===== src/rtl/adder_pipe_acc.sv =====
// Pipelined add/subtract/saturating-accumulate unit with a valid/ready handshake on both sides.
// The result is formed in the accept cycle; the remaining stages only delay {valid, out, ovf}.
module adder_pipe_acc #(
  parameter int WIDTH  = 8,
  parameter int STAGES = 2
) (
  input  logic             clk,
  input  logic             reset,
  input  logic             in_valid,
  output logic             in_ready,
  input  logic [1:0]       mode,
  input  logic [WIDTH-1:0] in1,
  input  logic [WIDTH-1:0] in2,
  output logic             out_valid,
  input  logic             out_ready,
  output logic [WIDTH:0]   out,
  output logic             ovf
);

  typedef enum logic [1:0] {
    MODE_ADD  = 2'd0,
    MODE_SUB  = 2'd1,
    MODE_ACC  = 2'd2,
    MODE_LOAD = 2'd3
  } mode_e;

  localparam logic [WIDTH:0] MAX = '1;

  logic             en_s;
  logic [WIDTH:0]   a_s;
  logic [WIDTH:0]   b_s;
  logic [WIDTH+2:0] sum_s;
  logic [WIDTH:0]   res_d;
  logic             ovf_d;
  logic [WIDTH:0]   acc_d;
  logic [WIDTH:0]   acc_q;
  logic [STAGES-1:0] vld_q;
  logic [STAGES-1:0] ovf_q;
  logic [WIDTH:0]   res_q [STAGES];

  // One global enable: the whole pipe advances only when the output slot can drain.
  assign en_s     = ~out_valid | out_ready;
  assign in_ready = en_s;

  assign a_s   = {1'b0, in1};
  assign b_s   = {1'b0, in2};
  assign sum_s = {2'b00, acc_q} + {2'b00, a_s} + {2'b00, b_s};

  // Stage-0 arithmetic and next accumulator value for the beat being offered.
  always_comb begin
    res_d = a_s + b_s;
    ovf_d = 1'b0;
    acc_d = acc_q;
    case (mode_e'(mode))
      MODE_ADD: begin
        res_d = a_s + b_s;
        ovf_d = 1'b0;
      end
      MODE_SUB: begin
        res_d = a_s - b_s;
        ovf_d = (b_s > a_s);
      end
      MODE_ACC: begin
        if (sum_s > {2'b00, MAX}) begin
          acc_d = MAX;
          ovf_d = 1'b1;
        end else begin
          acc_d = sum_s[WIDTH:0];
          ovf_d = 1'b0;
        end
        res_d = acc_d;
      end
      MODE_LOAD: begin
        acc_d = a_s + b_s;
        res_d = acc_d;
        ovf_d = 1'b0;
      end
      default: begin
        res_d = a_s + b_s;
        ovf_d = 1'b0;
      end
    endcase
  end

  // Accumulator: written only when an ACC or LOAD beat is accepted.
  always_ff @(posedge clk or posedge reset) begin
    if (reset) begin
      acc_q <= '0;
    end else if (en_s && in_valid && ((mode == MODE_ACC) || (mode == MODE_LOAD))) begin
      acc_q <= acc_d;
    end
  end

  // Stage 0 captures the computed result; data only moves with a valid beat so it holds across bubbles.
  always_ff @(posedge clk or posedge reset) begin
    if (reset) begin
      vld_q[0] <= 1'b0;
      res_q[0] <= '0;
      ovf_q[0] <= 1'b0;
    end else if (en_s) begin
      vld_q[0] <= in_valid;
      if (in_valid) begin
        res_q[0] <= res_d;
        ovf_q[0] <= ovf_d;
      end
    end
  end

  for (genvar s = 1; s < STAGES; s++) begin : g_delay
    // Pure delay stage; bubbles shift through rather than collapse.
    always_ff @(posedge clk or posedge reset) begin
      if (reset) begin
        vld_q[s] <= 1'b0;
        res_q[s] <= '0;
        ovf_q[s] <= 1'b0;
      end else if (en_s) begin
        vld_q[s] <= vld_q[s-1];
        if (vld_q[s-1]) begin
          res_q[s] <= res_q[s-1];
          ovf_q[s] <= ovf_q[s-1];
        end
      end
    end
  end

  assign out_valid = vld_q[STAGES-1];
  assign out       = res_q[STAGES-1];
  assign ovf       = ovf_q[STAGES-1];

endmodule


===== config.mk =====
export PLATFORM = sky130hd
export DESIGN_NAME = adder_pipe_acc
export DESIGN_NICKNAME = d
export VERILOG_FILES = /design/src/rtl/adder_pipe_acc.sv
export SDC_FILE = /design/constraint.sdc
export NUM_CORES = 1
export LEC_CHECK = 0
export CORE_AREA = 3 3 73 75
export CTS_CLUSTER_DIAMETER = 50
export DETAILED_ROUTE_END_ITERATION = 6
export DIE_AREA = 0 0 76 78
export GPL_TIMING_DRIVEN = 0
export PLACE_DENSITY = 0.8
export SYNTH_ARGS = -nofsm -noshare
export SYNTH_HDL_FRONTEND = slang
export SYNTH_SLANG_ARGS = --single-unit

===== constraint.sdc =====
create_clock -name clk -period 5.4 [get_ports clk]
set_input_delay 1.08 -clock clk [delete_from_list [all_inputs] [get_ports clk]]
set_output_delay 1.08 -clock clk [all_outputs]
set_load 0.01 [all_outputs]

==> impl_metrics.toml, run 1 <==
[cts]
cts_resized = 0
clock_latency_ns = 0.29
clock_tree.buffer_depth = 2
cts_hold_buf = 0
cts_buffers = 5
cts_tree = "built"
numClockSinks = 31
clk_pin_slew_ns = 0.07
clockRootBuffer = "clkbuf_8"
cts_max_level = 2
cts_setup_buffers = 0

[detailed_routing]
drt-total-wl_mm = 6.13
num_vias = 2287
avgViaCountPerCell = 5.51
wl_per_cell_um = 14.8
drc = 0
firstDrtPassIters = 4
drtIter0Drc = 93
antenna_left = 0

[timing]
period_share = 0.779
hold_violations = 0
fin_crit_ns = 4.21
fin_tns_setup_ns = 0
maxSlewViolCount = 0
setup_violations = 0
clock_skew_ns = 0.00899
tightest_slew_ns = 0.538
rsz0062_at_grt = "no"
relSlewSlack = 0.642
fmax_ghz = 0.238

[setup_path]
cp.required_ns = 5.56
crit_type = "primary input to register"
cp-end-kind = "register"
path_cells = "clkdlybuf4s50_1, inv_1, fa_1, inv_1, ha_1, fa_1, a211oi_2, o21ai_1, a31o_1, buf_6, o21bai_1, mux2i_1, o21ai_1"
cpLargestDelayFamily = "adder cells"
crit_arrival_ns = 4.37
critPathBufInv = 4
crit_fanout = 10
cp_slowest_cell = "fa_1"
r2r-start = "acc_q[1]$_DFFE_PP0P_"
reg2reg_depth = 12
max_stage_delay_ns = 0.55
cp-start-kind = "primary input"
r2r_end = "acc_q[5]$_DFFE_PP0P_"
rrSetupSlack_ns = 2.32

[global_routing]
antenna_found_initial = 0
grt_pass1_wl_mm = 10.7
gr-usage-all-layers = 0.227
grt_max_degree = 32
first_global_vias = 2290
grt_overflow_total = 0

[synthesis]
synth-main-ff-cell = "dfrtp_1"
netlist-cell-type-count = 54
netlist.top_cell.by_area = "dfrtp_1"
yosysSeqAreaShare = 0.275
synth_edf_count = 0
netlist.area_leader.share = 0.275
synthTopCellsByArea = "dfrtp_1 27%, ha_1 12%, fa_1 7.8%"
synthArstFlopShare = 1.00
postSynthCellCount = 307
syn_area_um2 = 2830
synth.avg_cell_area_um2 = 9.20
yosysWarningCount = 0
synthTopCellsByCount = "31 x dfrtp_1, 31 x inv_1, 27 x ha_1"
ys_seq_elements = 31
syn-num-nets = 367

[finish]
final_layout_size_suffix_gt1_frac = 0.132
instances_no_fill = 415
diodes = 0
layout.nets = 408
area_delta_synth_final_pct = 18.7
fill_cells = 387

[status]
outcome = "completed"

[die]
die_w_um = 76
core-area_um2 = 4720
die_h_um = 78
io_pins = 34
dieArea_um2 = 5930
initial_core_util = 0.598
num_rows = 25

[worst_hold_path]
hp-start = "ovf_q[0]$_DFFE_PP0P_"
min_delay_path_depth = 2
whs_endpoint = "ovf_q[0]$_DFFE_PP0P_"
hp-class = "register to register"

[placement]
placedCellCount = 407
gp_congestion = 0.876
port_buffers = 33
hpwl_mm = 4.86

[pwr]
peakVddDrop_uv = 332
powerDensity_nw_per_um2 = 452
cellLeakagePower_nw = 1.53

[flow_run]
cap_violations = 0
area by class of cell:
cell class                 instances  area (um^2)  area share
clock buffer                       6         82.6      0.0246
clock inverter                     1         5.00     0.00149
buffer                            21          134      0.0399
tap                               67         83.8      0.0250
sequential                        31          776       0.231
timing repair buffer              34          358       0.107
inverter                          33          124      0.0369
multi-input combinational        222         1790       0.534
layer usage:
metal  part of all wire  GRT usage  up-vias
li1                   -          -     1159
met1               0.45      0.279     1062
met2               0.49      0.395       59
met3              0.038     0.0394        7
met4              0.015     0.0924        0
met5                  0          0        -
worst min-delay path: cells and delay by family (launching register included):
family	cells	cell delay [ns]
simple gates	1	0.05
compound gates	1	0.06
flops	1	0.34
how the worst max path moves through the flow:
stage                     slack, ns  startpoint  cells past startpoint              endpoint
after floorplan                1.79      in1[1]                     10  acc_q[6]$_DFFE_PP0P_
after global routing           1.09      in1[1]                     12  acc_q[7]$_DFFE_PP0P_
after detailed placement       0.92      in1[1]                     13  acc_q[5]$_DFFE_PP0P_
after CTS                      1.21      in1[1]                     13  acc_q[5]$_DFFE_PP0P_
after global placement         0.98      in1[1]                     13  acc_q[5]$_DFFE_PP0P_
final                          1.19      in1[1]                     13  acc_q[5]$_DFFE_PP0P_
power by group:
group	switching (mW)	internal (mW)	total, mW
clock	0.0895	0.0999	0.189
combinational	0.491	0.462	0.952
sequential	0.0482	0.325	0.374
total	0.628	0.887	1.52
metrics by stage:
step	cell area (um^2)	util	power [mW]	setup slack, ns	hold slack [ns]
after floorplan	2830	-	1.04	1.79	0.436
after global routing	3350	0.710	1.65	1.09	0.511
after global placement	3240	0.686	1.29	0.982	0.447
after CTS	3330	0.704	1.52	1.21	0.490
after detailed placement	3240	0.686	1.32	0.916	0.468
final	3350	0.710	1.52	1.19	0.481
cell usage in the layout (no fill, tap or decap), types with 3 or more instances in the layout:
cell type and count:
o21ai_0 9, nor2b_1 5, fa_1 11, mux2i_1 3
a211oi_1 4, clkbuf_8 6, dfrtp_1 31, clkbuf_1 5
xnor2_1 6, a21o_1 5, o21bai_1 4, nand2b_1 5
o21a_1 3, xor2_1 4, a31oi_1 8, a21oi_1 19
ha_1 27, or3_1 4, clkdlybuf4s50_1 33, inv_1 31
buf_4 9, o211ai_1 3, nor2_1 15, o221ai_1 3
mux2_2 12, o31ai_1 4, nor3_1 5, buf_2 5
o21ai_1 14, nand2_1 21
state kept, by name (all words and copies together) (netlist names):
signal     flops
ovf            1
res_q          9
vld_q          1
out_valid      1
ovf_q          1
out            9
acc_q          9
cell families after synthesis:
family          count (synthesis)  synth area share
compound gates                 96             0.235
xor+xnor                       10            0.0310
fa+ha+maj                      38             0.198
buf+inv                        54            0.0912
flops                          31             0.275
mux                            15            0.0585
simple gates                   63             0.112
Power figures use the tool's default switching activity.
==> inputs of run 2 (changes only) <==
Settings changed: CORE_AREA 3 3 73 75 to 3 3 75 77, DIE_AREA 0 0 76 78 to 0 0 78 80, PLACE_DENSITY 0.8 to 0.76.
Clock period 5.4 ns to 4.4 ns, I/O delays scaled along.
==> run 2 against run 1 <==
- sequential power rose by 23%
- global-route usage fell by 1.5 points
- register-to-register slack got worse by 0.98 ns
- clock power rose by 25%
- die area rose by 5.3%
- first-iteration DRC count rose by 30%
- setup slack got worse by 0.76 ns
- via count rose by 0.48%
- non-clock buffer count did not move
==> impl_metrics.toml, run 2 (synthesis gave the netlist of run 1 again) <==
[cts]
clock_latency_ns = 0.30
cts_hold_buf = 0
cts_setup_buffers = 0
clockRootBuffer = "clkbuf_8"
cts_max_level = 2
cts_buffers = 5
clock_tree.buffer_depth = 2
numClockSinks = 31
cts_resized = 0
clk_pin_slew_ns = 0.08
cts_tree = "built"

[finish]
instances_no_fill = 418
layout_commonest_cell = "clkdlybuf4s50_1"
layout.nets = 408
stdcell_area_um2 = 3360
final_cell_mix = "33 x clkdlybuf4s50_1, 31 x dfrtp_1, 30 x inv_1, 27 x ha_1, 21 x nand2_1"
diodes = 0
final_layout_size_suffix_gt1_frac = 0.132
finalCoreUtilization = 0.662
area_delta_synth_final_pct = 18.9

[setup_path]
max_stage_delay_ns = 0.55
cp-end-kind = "register"
crit_type = "primary input to register"
crit_fanout = 10
cp.required_ns = 4.58
path_cells = "clkdlybuf4s50_1, inv_1, fa_1, inv_1, ha_1, fa_1, a211oi_2, o21ai_1, a31o_1, buf_6, o21bai_1, mux2i_1, o21ai_1"
crit_arrival_ns = 4.15
cp-start-kind = "primary input"
cp_slowest_cell = "fa_1"

[placement]
dpl_worst_slack_ns = 0.158
hpwl_mm = 4.86
port_buffers = 33
gp_congestion = 0.923
placedCellCount = 410
placed_area_um2 = 3240

[die]
num_rows = 26
die_w_um = 78
io_pins = 34
initial_core_util = 0.557
dieArea_um2 = 6240
die_h_um = 80
core-area_um2 = 5070

[detailed_routing]
antenna_left = 0
num_vias = 2298
drc = 0
drt-total-wl_mm = 6.17
avgViaCountPerCell = 5.50
drtIter0Drc = 121
firstDrtPassIters = 4
wl_per_cell_um = 14.8

[timing]
fin_tns_setup_ns = 0
fin_crit_ns = 3.97
fmax_ghz = 0.252
hold_ws_ns = 0.479
period_share = 0.903
tightest_slew_ns = 0.526
rsz0062_at_grt = "no"
postLayoutSetupSlackWorst_ns = 0.428
maxSlewViolCount = 0
hold_violations = 0
relSlewSlack = 0.649
clock_skew_ns = 0.0146
setup_violations = 0

[status]
outcome = "completed"

[global_routing]
grt_max_degree = 32
first_global_vias = 2282
gr-usage-all-layers = 0.212
grt_overflow_total = 0
antenna_found_initial = 0
grt_pass1_wl_mm = 10.3

[worst_hold_path]
hp-class = "register to register"

[flow_run]
cap_violations = 0

[pwr]
powerDensity_nw_per_um2 = 552
total_power_mw = 1.85
cellLeakagePower_nw = 1.53
peakVddDrop_uv = 349
==> run 2: path summary, 6_finish.rpt <==
kind | startpoint | to | slack, ns | cells after the start
worst max-delay path | in1[1] | acc_q[5]$_DFFE_PP0P_ | 0.43 | 13
worst min-delay path | ovf_q[0]$_DFFE_PP0P_ | ovf_q[0]$_DFFE_PP0P_ | 0.48 | 2
worst max register to register | acc_q[1]$_DFFE_PP0P_ | acc_q[5]$_DFFE_PP0P_ | 1.34 | 12
worst min register to register | ovf_q[0]$_DFFE_PP0P_ | ovf_q[0]$_DFFE_PP0P_ | 0.48 | 2
max in group asynchronous | reset | res_q[17]$_DFFE_PP0P_ | 3.13 | 3
min in group asynchronous | reset | acc_q[5]$_DFFE_PP0P_ | 0.84 | 2
==> run 2: area by class of cell <==
| type | instances | area, um^2 |
|---|---|---|
| Clock buffer | 6 | 82.6 |
| Sequential cell | 31 | 776 |
| Tap cell | 70 | 87.6 |
| Inverter | 33 | 124 |
| Clock inverter | 1 | 5.00 |
| Buffer | 21 | 134 |
| Fill cell | 429 | 1720 |
| Multi-Input combinational cell | 222 | 1790 |
| Timing Repair Buffer | 34 | 358 |
==> run 2: critical path: cells and delay by family <==
| family | cells | cell delay, ns |
|---|---|---|
| muxes | 1 | 0.19 |
| adders and majority gates | 3 | 1.23 |
| buffers and inverters | 4 | 0.85 |
| AOI/OAI and AO/OA | 5 | 1.00 |
==> run 2: report_power, final <==
group,switching [mW],internal (mW)
Sequential,0.0592,0.399
Combinational,0.595,0.563
Clock,0.114,0.123
Total,0.769,1.09
==> run 2: routing by layer <==
layer	track usage	routed length [um]	vias to the layer above
met1	0.259	2800	1086
met2	0.378	3060	51
met3	0.0372	223	10
li1	-	-	1151
met5	0	0	-
met4	0.0664	87	0
==> inputs of run 3 (changes only) <==
Settings changed: CORE_AREA 3 3 75 77 to 2 2 74 76, DIE_AREA 0 0 78 80 to 0 0 76 78.
==> run 3 against run 2 <==
- setup slack got worse by 0.048 ns
- sequential share of layout area fell by 0.20 points
- combinational power barely moved
- first-iteration DRC count fell by 9.1%
- fmax fell by 1.2%
- wire length rose by 0.47%
- die area fell by 5.0%
- final area rose by 0.89%
- global-route usage rose by 1.1 points
- register-to-register slack got worse by 0.02 ns
- largest power group unchanged
==> impl_metrics.toml, run 3 (synthesis gave the netlist of run 1 again) <==
[timing]
rsz0062_at_grt = "no"
relSlewSlack = 0.648
period_share = 0.914
tightest_slew_ns = 0.524
maxSlewViolCount = 0
clock_skew_ns = 0.0104
setup_violations = 0
hold_violations = 0
fmax_ghz = 0.249
fin_crit_ns = 4.02
fin_tns_setup_ns = 0

[detailed_routing]
antenna_left = 0
firstDrtPassIters = 4
wl_per_cell_um = 14.8
num_vias = 2308
avgViaCountPerCell = 5.51
drt-total-wl_mm = 6.20
drc = 0
drtIter0Drc = 110

[die]
io_pins = 34
dieArea_um2 = 5930
initial_core_util = 0.560
die_h_um = 78
num_rows = 26
die_w_um = 76
core-area_um2 = 5040

[finish]
layout.nets = 408
diodes = 0
final_layout_size_suffix_gt1_frac = 0.135
layout_commonest_cell = "clkdlybuf4s50_1"
final_cell_mix = "33 x clkdlybuf4s50_1, 31 x dfrtp_1, 30 x inv_1, 27 x ha_1, 21 x nand2_1"
finalCoreUtilization = 0.672
fill_cells = 437
area_delta_synth_final_pct = 19.9

[pwr]
peakVddDrop_uv = 378
cellLeakagePower_nw = 1.54
powerDensity_nw_per_um2 = 568

[cts]
numClockSinks = 31
clk_pin_slew_ns = 0.07
clockRootBuffer = "clkbuf_8"
cts_hold_buf = 0
cts_resized = 0
clock_latency_ns = 0.29
cts_tree = "built"
cts_setup_buffers = 0
clock_tree.buffer_depth = 2
cts_max_level = 2
cts_buffers = 5

[global_routing]
antenna_found_initial = 0
met3_usage = 0.0279
first_global_vias = 2303
grtUsageMet2 = 0.400
grt_max_degree = 32
grt_overflow_total = 0
grt_use_met1 = 0.283
gr-usage-all-layers = 0.223
busiest_layer = "met2"
grt_pass1_wl_mm = 10.6

[worst_hold_path]
whs_endpoint = "out_valid$_DFFE_PP0N_"
hp-start = "vld_q[0]$_DFFE_PP0N_"
min_delay_path_depth = 2
hp-class = "register to register"

[setup_path]
rrSetupSlack_ns = 1.32
r2r-start = "acc_q[1]$_DFFE_PP0P_"
cp-start-kind = "primary input"
crit_fanout = 10
crit_arrival_ns = 4.18
crit_type = "primary input to register"
cp-end-kind = "register"
cp.required_ns = 4.56
r2r_end = "acc_q[5]$_DFFE_PP0P_"
reg2reg_depth = 12

[status]
outcome = "completed"

[placement]
gp_congestion = 0.900
hpwl_mm = 4.88
port_buffers = 33

[flow_run]
cap_violations = 0
## run 3: cell types whose count changed in the layout (fill, tap and decap cells not counted), sizes merged
cell | before | now
bufinv | 0 | 1
## run 3: worst max path at each step
stage                 from                    to  slack (ns)  cells after the start
floorplan           in1[1]  acc_q[6]$_DFFE_PP0P_        0.99                     10
global placement    in1[1]  acc_q[5]$_DFFE_PP0P_        0.16                     13
detailed placement  in1[1]  acc_q[5]$_DFFE_PP0P_        0.13                     13
CTS                 in1[1]  acc_q[5]$_DFFE_PP0P_        0.42                     13
global route        in1[1]  acc_q[5]$_DFFE_PP0P_        0.22                     13
finish              in1[1]  acc_q[5]$_DFFE_PP0P_        0.38                     13
## run 3: metal layers
metal,wire length [um],share of wire
met1,2770,0.45
met2,3070,0.50
met5,0,0
met3,274,0.044
met4,85,0.014
## run 3: layout make-up
cell class / count / area, um^2 / area share
well taps: 70 / 87.6 / 0.0258
multi-input cells: 222 / 1790 / 0.529
flip-flops and latches: 31 / 776 / 0.229
inverters: 33 / 124 / 0.0366
repair buffers: 34 / 358 / 0.106
clock buffers: 6 / 82.6 / 0.0244
plain buffers: 21 / 134 / 0.0395
clock inverters: 2 / 35.0 / 0.0103
## run 3: power breakdown
| group | switching (mW) | internal (mW) | leakage, nW |
|---|---|---|---|
| clock network | 0.116 | 0.183 | 0.0612 |
| logic | 0.600 | 0.566 | 1.11 |
| registers | 0.0591 | 0.399 | 0.369 |
## run 3: worst max-delay path: stages
cell,delay [ns]
clkdlybuf4s50_1,0.53
inv_1,0.14
fa_1,0.55
inv_1,0.04
ha_1,0.23
fa_1,0.44
a211oi_2,0.27
o21ai_1,0.15
a31o_1,0.30
buf_6,0.17
o21bai_1,0.20
mux2i_1,0.19
o21ai_1,0.08
## run 3: per-stage QoR
step	power, mW	cells	instance area [um^2]	worst slack [ns]	hold WS, ns
floorplan	1.28	307	2830	0.989	0.436
global placement	1.57	410	3240	0.157	0.447
detailed placement	1.61	410	3240	0.132	0.454
CTS	1.92	418	3360	0.425	0.472
global route	2.07	419	3390	0.220	0.503
finish	1.92	419	3390	0.380	0.470
==> RTL change, RTL diff (flow settings as in run 2) <==
Add an input register stage for `mode`, with the module's reset; this delays it by one clock. The other inputs are not delayed to match.
--- a/src/rtl/adder_pipe_acc.sv
+++ b/src/rtl/adder_pipe_acc.sv
@@ -26,6 +26,16 @@
 
   localparam logic [WIDTH:0] MAX = '1;
 
+  logic [1:0] mode_q;
+
+  always_ff @(posedge clk or posedge reset) begin
+    if (reset) begin
+      mode_q <= '0;
+    end else begin
+      mode_q <= mode;
+    end
+  end
+
   logic             en_s;
   logic [WIDTH:0]   a_s;
   logic [WIDTH:0]   b_s;
@@ -51,7 +61,7 @@
     res_d = a_s + b_s;
     ovf_d = 1'b0;
     acc_d = acc_q;
-    case (mode_e'(mode))
+    case (mode_e'(mode_q))
       MODE_ADD: begin
         res_d = a_s + b_s;
         ovf_d = 1'b0;
@@ -86,7 +96,7 @@
   always_ff @(posedge clk or posedge reset) begin
     if (reset) begin
       acc_q <= '0;
-    end else if (en_s && in_valid && ((mode == MODE_ACC) || (mode == MODE_LOAD))) begin
+    end else if (en_s && in_valid && ((mode_q == MODE_ACC) || (mode_q == MODE_LOAD))) begin
       acc_q <= acc_d;
     end
   end
Behaviour: not the same (Yosys sat finds a counterexample within 4 cycles, from zero or initial values and one cycle with reset high).
==> RTL change against run 2 <==
- final area is 1.4% lower
- routed wire length decreased by 0.65%
- total power decreased by 4.1%
- sequential cell count up 2
- first-iteration DRC count increased by 29%
- synthesized cell count increased by 2.0%
- area after synthesis decreased by 0.49%
- setup slack worse by 0.20 ns
==> RTL change: results (changes against run 2) <==
Non-Filler Instances=424 (+1.4%); hold endpoint=out_valid; hpwl dp=4.929 mm (+1.5%); Total GRT Usage=21.02% (-0.14 points); Non-clk bufs=54 (-1.8%); met3 routed WL=310 um (+39%); crit path to=res_q[10]; worst r2r path cells=11 (-1); register bit total from synthesis=33 (+6.5%); synthesized-area fraction occupied by adder cells=19.85% (+0.097 points); slew of the pin with the lowest slew margin=0.6984 ns (+0.1723 ns); Area contributors post-synth=dfrtp_1 (29%), ha_1 (12%), fa_1 (7.8%); inverters=37 (+12%); Worst Skew=0.008711 ns (-0.005860 ns); Seq/Total Area, Yosys=29.37% (+1.9 points); Worst-Skew Late Latency=0.28 ns (-0.02 ns); Leakage=1.486 nW (-2.8%); largest net degree at the start of global routing=34 (+6.3%); run status=complete, no violations; compound-cell area share of the yosys netlist=21.81% (-1.7 points); met3 Use GR=3.612% (-0.11 points); Global Route met2 Usage=34.33% (-3.5 points); fraction of area in registers=24.93% (+1.8 points); commonest cells in the netlist=inv_1 (37), dfrtp_1 (33), ha_1 (27); Switching Power=0.7371 mW (-4.1%); post-detailed-route wirelength per cell=14.46 um (-2.1%); met2 wire length=2.893 mm (-5.6%); vias in the first global route=2,240 (-1.8%); Post-Syn Nets=373 (+1.6%); fillers=438 (+2.1%); Synth Area in XOR/XNOR=3.115% (+0.015 points); min-delay src=vld_q[0]; Data buffer area share=13.45% (-1.2 points)
## RTL change: cell types whose count changed in the layout (fill, tap and decap cells not counted), moves of 4 or more
cell	run 2	this run
o21ai_0	9	24
a21oi_1	19	14
a221oi_1	0	6
o21ai_1	14	3
a31oi_1	8	3
nor3_1	5	11
clkbuf_1	5	11
inv_1	30	36
or3_1	4	0
## RTL change: worst reg2reg max path: stages, from the launching register on
cell and delay (ns):
dfrtp_1 0.34, inv_1 0.05, fa_1 0.47, inv_1 0.04, ha_1 0.24, fa_1 0.46
a211oi_2 0.32, o21ai_1 0.11, a31o_1 0.33, or2_1 0.29, a221o_1 0.30, a22o_1 0.18
## RTL change: cell families (layout without fill, tap and decap cells)
family | Yosys count | in the layout
AO/OA/AOI/OAI | 92 | 92
XOR/XNOR | 10 | 10
adder cells (fa/ha/maj) | 38 | 38
buffers and inverters | 58 | 99
flip-flops | 33 | 33
multiplexers | 12 | 12
AND/OR/NAND/NOR | 70 | 70
